### src/rtl/div_if.sv
// Handshake and result bundle between the execute stage and the multi-cycle divider.
interface div_if #(
    parameter int WIDTH = 64
);
    logic             start;
    logic             is_signed;
    logic [WIDTH-1:0] dividend;
    logic [WIDTH-1:0] divisor;
    logic [WIDTH-1:0] quotient;
    logic [WIDTH-1:0] remainder;
    logic             busy;
    logic             done;
    logic             div_by_zero;
    logic             stall;

    modport master (
        output start, is_signed, dividend, divisor,
        input  quotient, remainder, busy, done, div_by_zero, stall
    );

    modport slave (
        input  start, is_signed, dividend, divisor,
        output quotient, remainder, busy, done, div_by_zero, stall
    );
endinterface

### src/rtl/div_controller.sv
// Radix-2 restoring UDIV/SDIV sequencer, one quotient bit per cycle; done WIDTH+2 cycles after start (1 on divide-by-zero).
// No queueing: start is honoured only in IDLE, and stall freezes fetch/decode while a divide is in flight.
module div_controller #(
    parameter int WIDTH = 64,
    parameter int CNT_W = 7
) (
    input  logic clk,
    input  logic reset,
    div_if.slave bus
);

    typedef enum logic [1:0] {IDLE, RUN, FIXUP, DONE} state_t;

    state_t           state;
    state_t           state_nxt;
    logic [CNT_W-1:0] cnt;
    logic [WIDTH-1:0] dvd;
    logic [WIDTH-1:0] dvs;
    logic [WIDTH-1:0] prem;
    logic [WIDTH-1:0] quo;
    logic [WIDTH-1:0] rem;
    logic             neg_q;
    logic             neg_r;
    logic             dbz;

    logic             accept;
    logic             a_neg;
    logic             b_neg;
    logic [WIDTH-1:0] a_mag;
    logic [WIDTH-1:0] b_mag;
    logic [WIDTH:0]   shifted;
    logic             fits;
    logic [WIDTH-1:0] diff;
    logic             busy;

    assign accept = bus.start && (state == IDLE);
    assign a_neg  = bus.is_signed && bus.dividend[WIDTH-1];
    assign b_neg  = bus.is_signed && bus.divisor[WIDTH-1];
    assign a_mag  = a_neg ? -bus.dividend : bus.dividend;
    assign b_mag  = b_neg ? -bus.divisor  : bus.divisor;

    // The extra top bit keeps the trial exact when the partial remainder
    // exceeds 2^(WIDTH-1); the low-bit difference is exact whenever it fits.
    assign shifted = {prem, dvd[WIDTH-1]};
    assign fits    = shifted >= {1'b0, dvs};
    assign diff    = shifted[WIDTH-1:0] - dvs;

    always_ff @(posedge clk) begin
        if (reset) begin
            state <= IDLE;
        end else begin
            state <= state_nxt;
        end
    end

    always_comb begin
        state_nxt = state;
        case (state)
            IDLE:    if (bus.start) state_nxt = (bus.divisor == '0) ? DONE : RUN;
            RUN:     if (cnt == CNT_W'(1)) state_nxt = FIXUP;
            FIXUP:   state_nxt = DONE;
            DONE:    state_nxt = IDLE;
            default: state_nxt = IDLE;
        endcase
    end

    always_ff @(posedge clk) begin
        if (reset) begin
            cnt   <= '0;
            dvd   <= '0;
            dvs   <= '0;
            prem  <= '0;
            quo   <= '0;
            rem   <= '0;
            neg_q <= 1'b0;
            neg_r <= 1'b0;
            dbz   <= 1'b0;
        end else begin
            case (state)
                IDLE: begin
                    if (bus.start) begin
                        if (bus.divisor == '0) begin
                            quo <= '0;
                            rem <= bus.dividend;
                            dbz <= 1'b1;
                        end else begin
                            dbz   <= 1'b0;
                            dvd   <= a_mag;
                            dvs   <= b_mag;
                            neg_q <= a_neg ^ b_neg;
                            neg_r <= a_neg;
                            prem  <= '0;
                            cnt   <= CNT_W'(WIDTH);
                        end
                    end
                end
                RUN: begin
                    // dividend register doubles as the quotient shift register
                    dvd  <= {dvd[WIDTH-2:0], fits};
                    prem <= fits ? diff : shifted[WIDTH-1:0];
                    cnt  <= cnt - CNT_W'(1);
                end
                FIXUP: begin
                    quo <= neg_q ? -dvd : dvd;
                    rem <= neg_r ? -prem : prem;
                end
                default: ;
            endcase
        end
    end

    assign busy            = (state == RUN) || (state == FIXUP);
    assign bus.busy        = busy;
    assign bus.done        = (state == DONE);
    assign bus.stall       = busy || accept;
    assign bus.quotient    = quo;
    assign bus.remainder   = rem;
    assign bus.div_by_zero = dbz;

endmodule

### src/flat_wrapper.sv
// flat-port wrapper written by rule: the top's interface ports become plain ports
module div_controller_flat 
#(
    parameter int WIDTH = 64,
    parameter int CNT_W = 7
)
  (clk, reset, bus_start, bus_is_signed, bus_dividend, bus_divisor, bus_quotient, bus_remainder, bus_busy, bus_done, bus_div_by_zero, bus_stall);
  div_if #(.WIDTH(WIDTH)) bus_i ();
  input  logic clk;
  input  logic reset;
  input wire logic [$bits(bus_i.start)-1:0] bus_start;
  input wire logic [$bits(bus_i.is_signed)-1:0] bus_is_signed;
  input wire logic [$bits(bus_i.dividend)-1:0] bus_dividend;
  input wire logic [$bits(bus_i.divisor)-1:0] bus_divisor;
  output wire logic [$bits(bus_i.quotient)-1:0] bus_quotient;
  output wire logic [$bits(bus_i.remainder)-1:0] bus_remainder;
  output wire logic [$bits(bus_i.busy)-1:0] bus_busy;
  output wire logic [$bits(bus_i.done)-1:0] bus_done;
  output wire logic [$bits(bus_i.div_by_zero)-1:0] bus_div_by_zero;
  output wire logic [$bits(bus_i.stall)-1:0] bus_stall;
  assign bus_i.start = bus_start;
  assign bus_i.is_signed = bus_is_signed;
  assign bus_i.dividend = bus_dividend;
  assign bus_i.divisor = bus_divisor;
  assign bus_quotient = bus_i.quotient;
  assign bus_remainder = bus_i.remainder;
  assign bus_busy = bus_i.busy;
  assign bus_done = bus_i.done;
  assign bus_div_by_zero = bus_i.div_by_zero;
  assign bus_stall = bus_i.stall;
  div_controller #(.WIDTH(WIDTH), .CNT_W(CNT_W)) u_core (.clk(clk), .reset(reset), .bus(bus_i));
endmodule
### config.mk
export PLATFORM = sky130hd
export DESIGN_NAME = div_controller_flat
export DESIGN_NICKNAME = d
export VERILOG_FILES = /design/src/rtl/div_if.sv /design/src/rtl/div_controller.sv /design/src/flat_wrapper.sv
export SDC_FILE = /design/constraint.sdc
export NUM_CORES = 1
export LEC_CHECK = 0
export CAP_MARGIN = 20
export CORE_ASPECT_RATIO = 0.8
export CORE_MARGIN = 3
export CORE_UTILIZATION = 35
export CTS_CLUSTER_DIAMETER = 200
export DETAILED_ROUTE_END_ITERATION = 8
export DONT_BUFFER_PORTS = 1
export RECOVER_POWER = 100
export SLEW_MARGIN = 20
export SYNTH_ARGS = -nofsm -noshare
export SYNTH_HDL_FRONTEND = slang
export SYNTH_SLANG_ARGS = --single-unit
### constraint.sdc
create_clock -name clk -period 6.85 [get_ports clk]
set_clock_uncertainty 0.05 [all_clocks]
set_input_delay 1.37 -clock clk [delete_from_list [all_inputs] [get_ports clk]]
set_output_delay 1.37 -clock clk [all_outputs]
set_load 0.02 [all_outputs]
Word-level counts from Yosys, hierarchy flattened
Index checks and enable logic that the tools add are counted.
{ "word_totals": {"register_bits": 332, "inputBits": 132, "wordCells": 66, "out_inout_bits": 132} }
{ "classes": {"n_eq_ne": 8, "mux": 25, "n_bitwise": 2, "n_reduce_logical": 14, "addsub": 6, "magnitude_cmp": 1} }
{ "op_table": {"columns": ["operator", "count"], "rows": [
  ["2-to-1 mux 64 bit", 13],
  ["one-hot mux 64 bit (2 select lines)", 4],
  ["negator 64 bit", 4],
  ["greater-or-equal comparator 65 x 64 -> 1 bit", 1],
  ["zero test 64 bit", 1],
  ["subtractor 64 bit", 1],
  ["2-to-1 mux 7 bit", 2],
  ["one-hot mux 7 bit (2 select lines)", 1],
  ["AND reduction 3 bit", 3],
  ["one-hot mux 2 bit (4 select lines)", 1],
  ["== test 7 x 1 -> 1 bit, second input constant", 1],
  ["subtractor 7 x 1 -> 7 bit, second input constant", 1],
  ["2-to-1 mux 2 bit", 3],
  ["inequality test 2 bit, second input constant", 3],
  ["== test 2 bit, second input constant", 2],
  ["AND reduction 2 bit", 2],
  ["nonzero test 2 bit", 2],
  ["logical AND 1 bit", 3],
  ["== test 2 x 1 -> 1 bit, second input constant", 1],
  ["zero test 2 bit", 1],
  ["logical OR 1 bit", 2],
  ["inequality test 2 x 1 -> 1 bit, second input constant", 1],
  ["2-to-1 mux 1 bit", 1],
  ["NOT 1 bit", 1],
  ["bitwise XOR 1 bit", 1]
]} }

Logic depth before layout (Yosys ltp)
{ "logic_depth": {"depth_word": 5, "ltp_mapped": 15, "ltp_nobuf": 14} }

Least setup slack after synthesis
Ideal clock, no wire load.
{ "synth_timing": {"path_type": "input -> register", "startpoint": "input port bus_divisor[44]", "endpoint": "register u_core.prem[44]", "path_buffers": 3, "cell_stages": 12, "arrival_ns": 4.043, "setup_slack_ns": 2.670, "setup_ns": 0.087, "required_ns": 6.713, "cell_sequence": "or4_1 nor4_1 and2_1 and4_1 clkbuf_1 or2_2 buf_2 nand2_1 nor2_1 clkbuf_1 a32oi_1 o31ai_1"} }
{ "synth_between": {"elab_chain_cells": 3} }
{ "synth_rtl": {"columns": ["element", "line_no", "rtl"], "rows": [
  ["from (decl)", "flat_wrapper.sv:14", "input wire logic [$bits(bus_i.divisor)-1:0] bus_divisor;"],
  ["zero test 64 bit", "div_controller.sv:82", "if (bus.divisor == '0) begin"],
  ["inequality test 2 bit (no line)", null, null],
  ["AND reduction 3 bit (no line)", null, null],
  ["to (signal assigned)", "div_controller.sv:100", "prem <= fits ? diff : shifted[WIDTH-1:0];"],
  ["to (decl)", "div_controller.sv:19", "logic [WIDTH-1:0] prem;"]
]} }
No other way between the ends.
A chain may end at the register's enable or synchronous reset.

Worst setup path in the final report
{ "layout_timing": {"startpoint": "input port bus_divisor[44]", "endpoint": "register u_core.dvd[5]"} }
{ "layout_between": {"elab_chain_cells": 3} }
{ "layout_rtl": {"columns": ["element", "line_no", "rtl"], "rows": [
  ["zero test 64 bit", "div_controller.sv:82", null],
  ["inequality test 2 bit (no line)", null, null],
  ["AND reduction 3 bit (no line)", null, null],
  ["to (signal assigned)", "div_controller.sv:88", "dvd <= a_mag;"],
  ["to (signal assigned)", "div_controller.sv:99", "dvd <= {dvd[WIDTH-2:0], fits};"],
  ["to (decl)", "div_controller.sv:17", "logic [WIDTH-1:0] dvd;"]
]} }
No other way between the ends.

==> out/results.tsv <==
metric	value	unit
dr.pass1.iters	5	
worst_slew_pin_slew	2.81	ns
switchingPower	6.50	mW
clk_pin_slew	0.06	ns
dpl_cell_area	0.0230	mm^2
wl_per_cell	22.6	um
dr_total_vias	21700	
async_reset_ff_frac	0	
final_cell_mix	330 x dfxtp_1, 326 x nor2_1, 310 x nand2_1, 300 x a21oi_1, 156 x xnor2_1	
status	finished with violations	
synth_area_leaders	dfxtp_1 30%, a21oi_1 6.7%, xnor2_1 6.1%, xor2_1 5.9%, nor2_1 5.5%	
grt_max_degree	304	
yosysUniqueCellTypes	74	
die_w	290	um
synth_top_area_share	0.295	
worst_ir_drop_vdd	505	uV
crit_arrival	5.94	ns
clock.fmax	0.179	GHz
yosysTopAreaCell	dfxtp_1	
layout_commonest_cell	dfxtp_1	
yosysSeqAreaShare	0.295	
num_rows	82	
netlist_instances	2999	
cts_resized	0	
ys_ff_latch	332	
viasPerCell	5.83	
cts_hold_buf	0	
drive_gt1_frac	0.0506	
grt_pass1_vias	19400	
post_cts_buffers	0	
critPathRequiredTime	7.21	ns
grt_pass1_wl	123	mm
cts_htree_levels	2	
cts_tree	yes	
syn_area_per_cell	7.51	um^2
dpl.hpwl	63.7	mm
dr.first_iter.drc_count	2378	
finalCritPeriodShare	0.815	
min_path_cells	2	
pwr-share-comb	0.599	
setup_viol	0	
synth_area	0.0225	mm^2
fin_crit	5.58	ns
synth-edff-count	0	
final_area	0.0244	mm^2
dieHeight	233	um
gr-total-overflow	0	
track_usage	0.239	
numCtsBuffers	38	
switching_share	0.508	
place_congestion	0.943	
finalHoldViolations	0	
wl	84.3	mm
core	0.0632	mm^2
finalSetupTns	0	ns
endpoint_kind	register	
rsz0062_at_grt	no	
ff2ff_path_depth	10	
internal-power	6.30	mW
clk_path_buf_depth	3	
synthToLayoutAreaGrowth	8.23	%
startpoint_type	input port	
io_buffer_count	0	
fill_cells	6692	
clk_latency	0.58	ns
p_per_area	525	mW/mm^2
ios	264	
max_slew_margin	-0.892	
seqPwrFrac	0.227	
pwr-share-clk	0.175	
route.detailed.drc	0	
max_cap_viol_count	2	
root_buffer	clkbuf_16	
die_area	0.0674	mm^2
syn-num-nets	3207	
leakagePower	8.87	nW
min_path_type	register to register	
start_util	0.356	
violations	max-capacitance violations, max-slew violations	
fin_nets	3063	
worstSetupPathType	input port to register	
cp_max_fo	54	
drtAntennaViolNets	0	
yosysWarnings	0	
clock_sinks	332	
drv_slew	80	
ys.flop_type	dfxtp_1	
antenna_found_initial	5	
utilization	0.386	
[power by group through the flow]
stage | Combinational, mW | Sequential [mW] | Clock [mW]
final | 7.66 | 2.90 | 2.23
after global routing | 8.36 | 2.95 | 2.34
after floorplan | 5.63 | 2.71 | 0
after CTS | 7.49 | 2.89 | 2.28
after detailed placement | 7.44 | 2.93 | 0
after global placement | 7.44 | 2.93 | 0
[cell type report]
type / count / area (um^2) / share of cell area
Multi-Input combinational cell: 2348 / 14700 / 0.603
Clock inverter: 19 / 279 / 0.0114
Sequential cell: 332 / 6650 / 0.273
Tap cell: 840 / 1050 / 0.0431
Timing Repair Buffer: 25 / 224 / 0.00919
Antenna cell: 1 / 2.50 / 0.000103
Clock buffer: 49 / 1060 / 0.0436
Inverter: 110 / 413 / 0.0169
[final timing paths]
kind | start | end | slack [ns]
max | bus_divisor[44] | u_core.dvd[5] | 1.27
max reg2reg | u_core.prem[2] | u_core.bus.remainder[58] | 1.64
min | u_core.dvs[60] | u_core.dvs[60] | 0.40
min reg2reg | u_core.dvs[60] | u_core.dvs[60] | 0.40
[through the flow]
stage / total power, mW / setup slack, ns / hold WS, ns / std cells
floorplan: 8.34 / 2.67 / 0.382 / 2999
global placement: 10.4 / 1.50 / 0.391 / 3653
detailed placement: 10.4 / 1.47 / 0.393 / 3653
CTS: 12.7 / 2.08 / 0.401 / 3721
global route: 13.7 / 0.924 / 0.418 / 3723
finish: 12.8 / 1.27 / 0.400 / 3724
[Yosys cell counts (14+ instances only)]
cell type,instances
nor2_1,329
a221oi_1,15
a21o_1,34
a32oi_1,21
nor3_1,58
xnor2_1,156
o211ai_1,33
a211oi_1,105
o21ai_0,140
nor4_1,24
o41ai_1,37
inv_1,110
nand3_1,96
nand2_1,310
nand4_1,27
or3_1,32
a22oi_1,74
o31ai_1,55
clkbuf_1,177
a31oi_1,21
buf_2,19
nand2b_1,22
a21oi_1,301
xor2_1,151
dfxtp_1,332
mux2_2,21
or4_1,30
ha_1,75
or2_2,14
[cell families (layout without fill, tap and decap cells)]
group           after synthesis  after routing  share of synthesized area
xor+xnor                    307            307                      0.119
buf+inv                     319            203                     0.0544
other cells                   0              1                          0
compound gates              920            920                      0.265
flops                       332            332                      0.295
simple gates               1013           1013                      0.208
fa+ha+maj                    76             76                     0.0426
mux                          32             32                     0.0154
[worst max-delay path, cell delays in order]
cell	delay, ns
or4_1	0.52
nor4_1	0.77
and2_0	0.34
and4_1	0.49
or2_2	0.20
buf_4	0.49
nor2_4	0.03
clkbuf_1	0.95
a32oi_1	0.61
a21oi_1	0.12
[metal layers]
layer,part of all wire,track usage,vias up,wire (um)
li1,-,-,10500,-
met1,0.45,0.338,10300,38100
met4,0.019,0.0558,4,1580
met2,0.39,0.330,836,33200
met3,0.13,0.104,88,11300
met5,0.0014,0.0110,-,120
[flip-flops by register name, indices dropped and copies added (netlist names)]
name / cells
u_core.neg_q: 1
u_core.dvs: 64
u_core.neg_r: 1
u_core.cnt: 7
u_core.prem: 64
u_core.dvd: 64
u_core.bus.quotient: 64
u_core.bus.div_by_zero: 1
u_core.state: 2
u_core.bus.remainder: 64
Power figures use the tool's default switching activity.
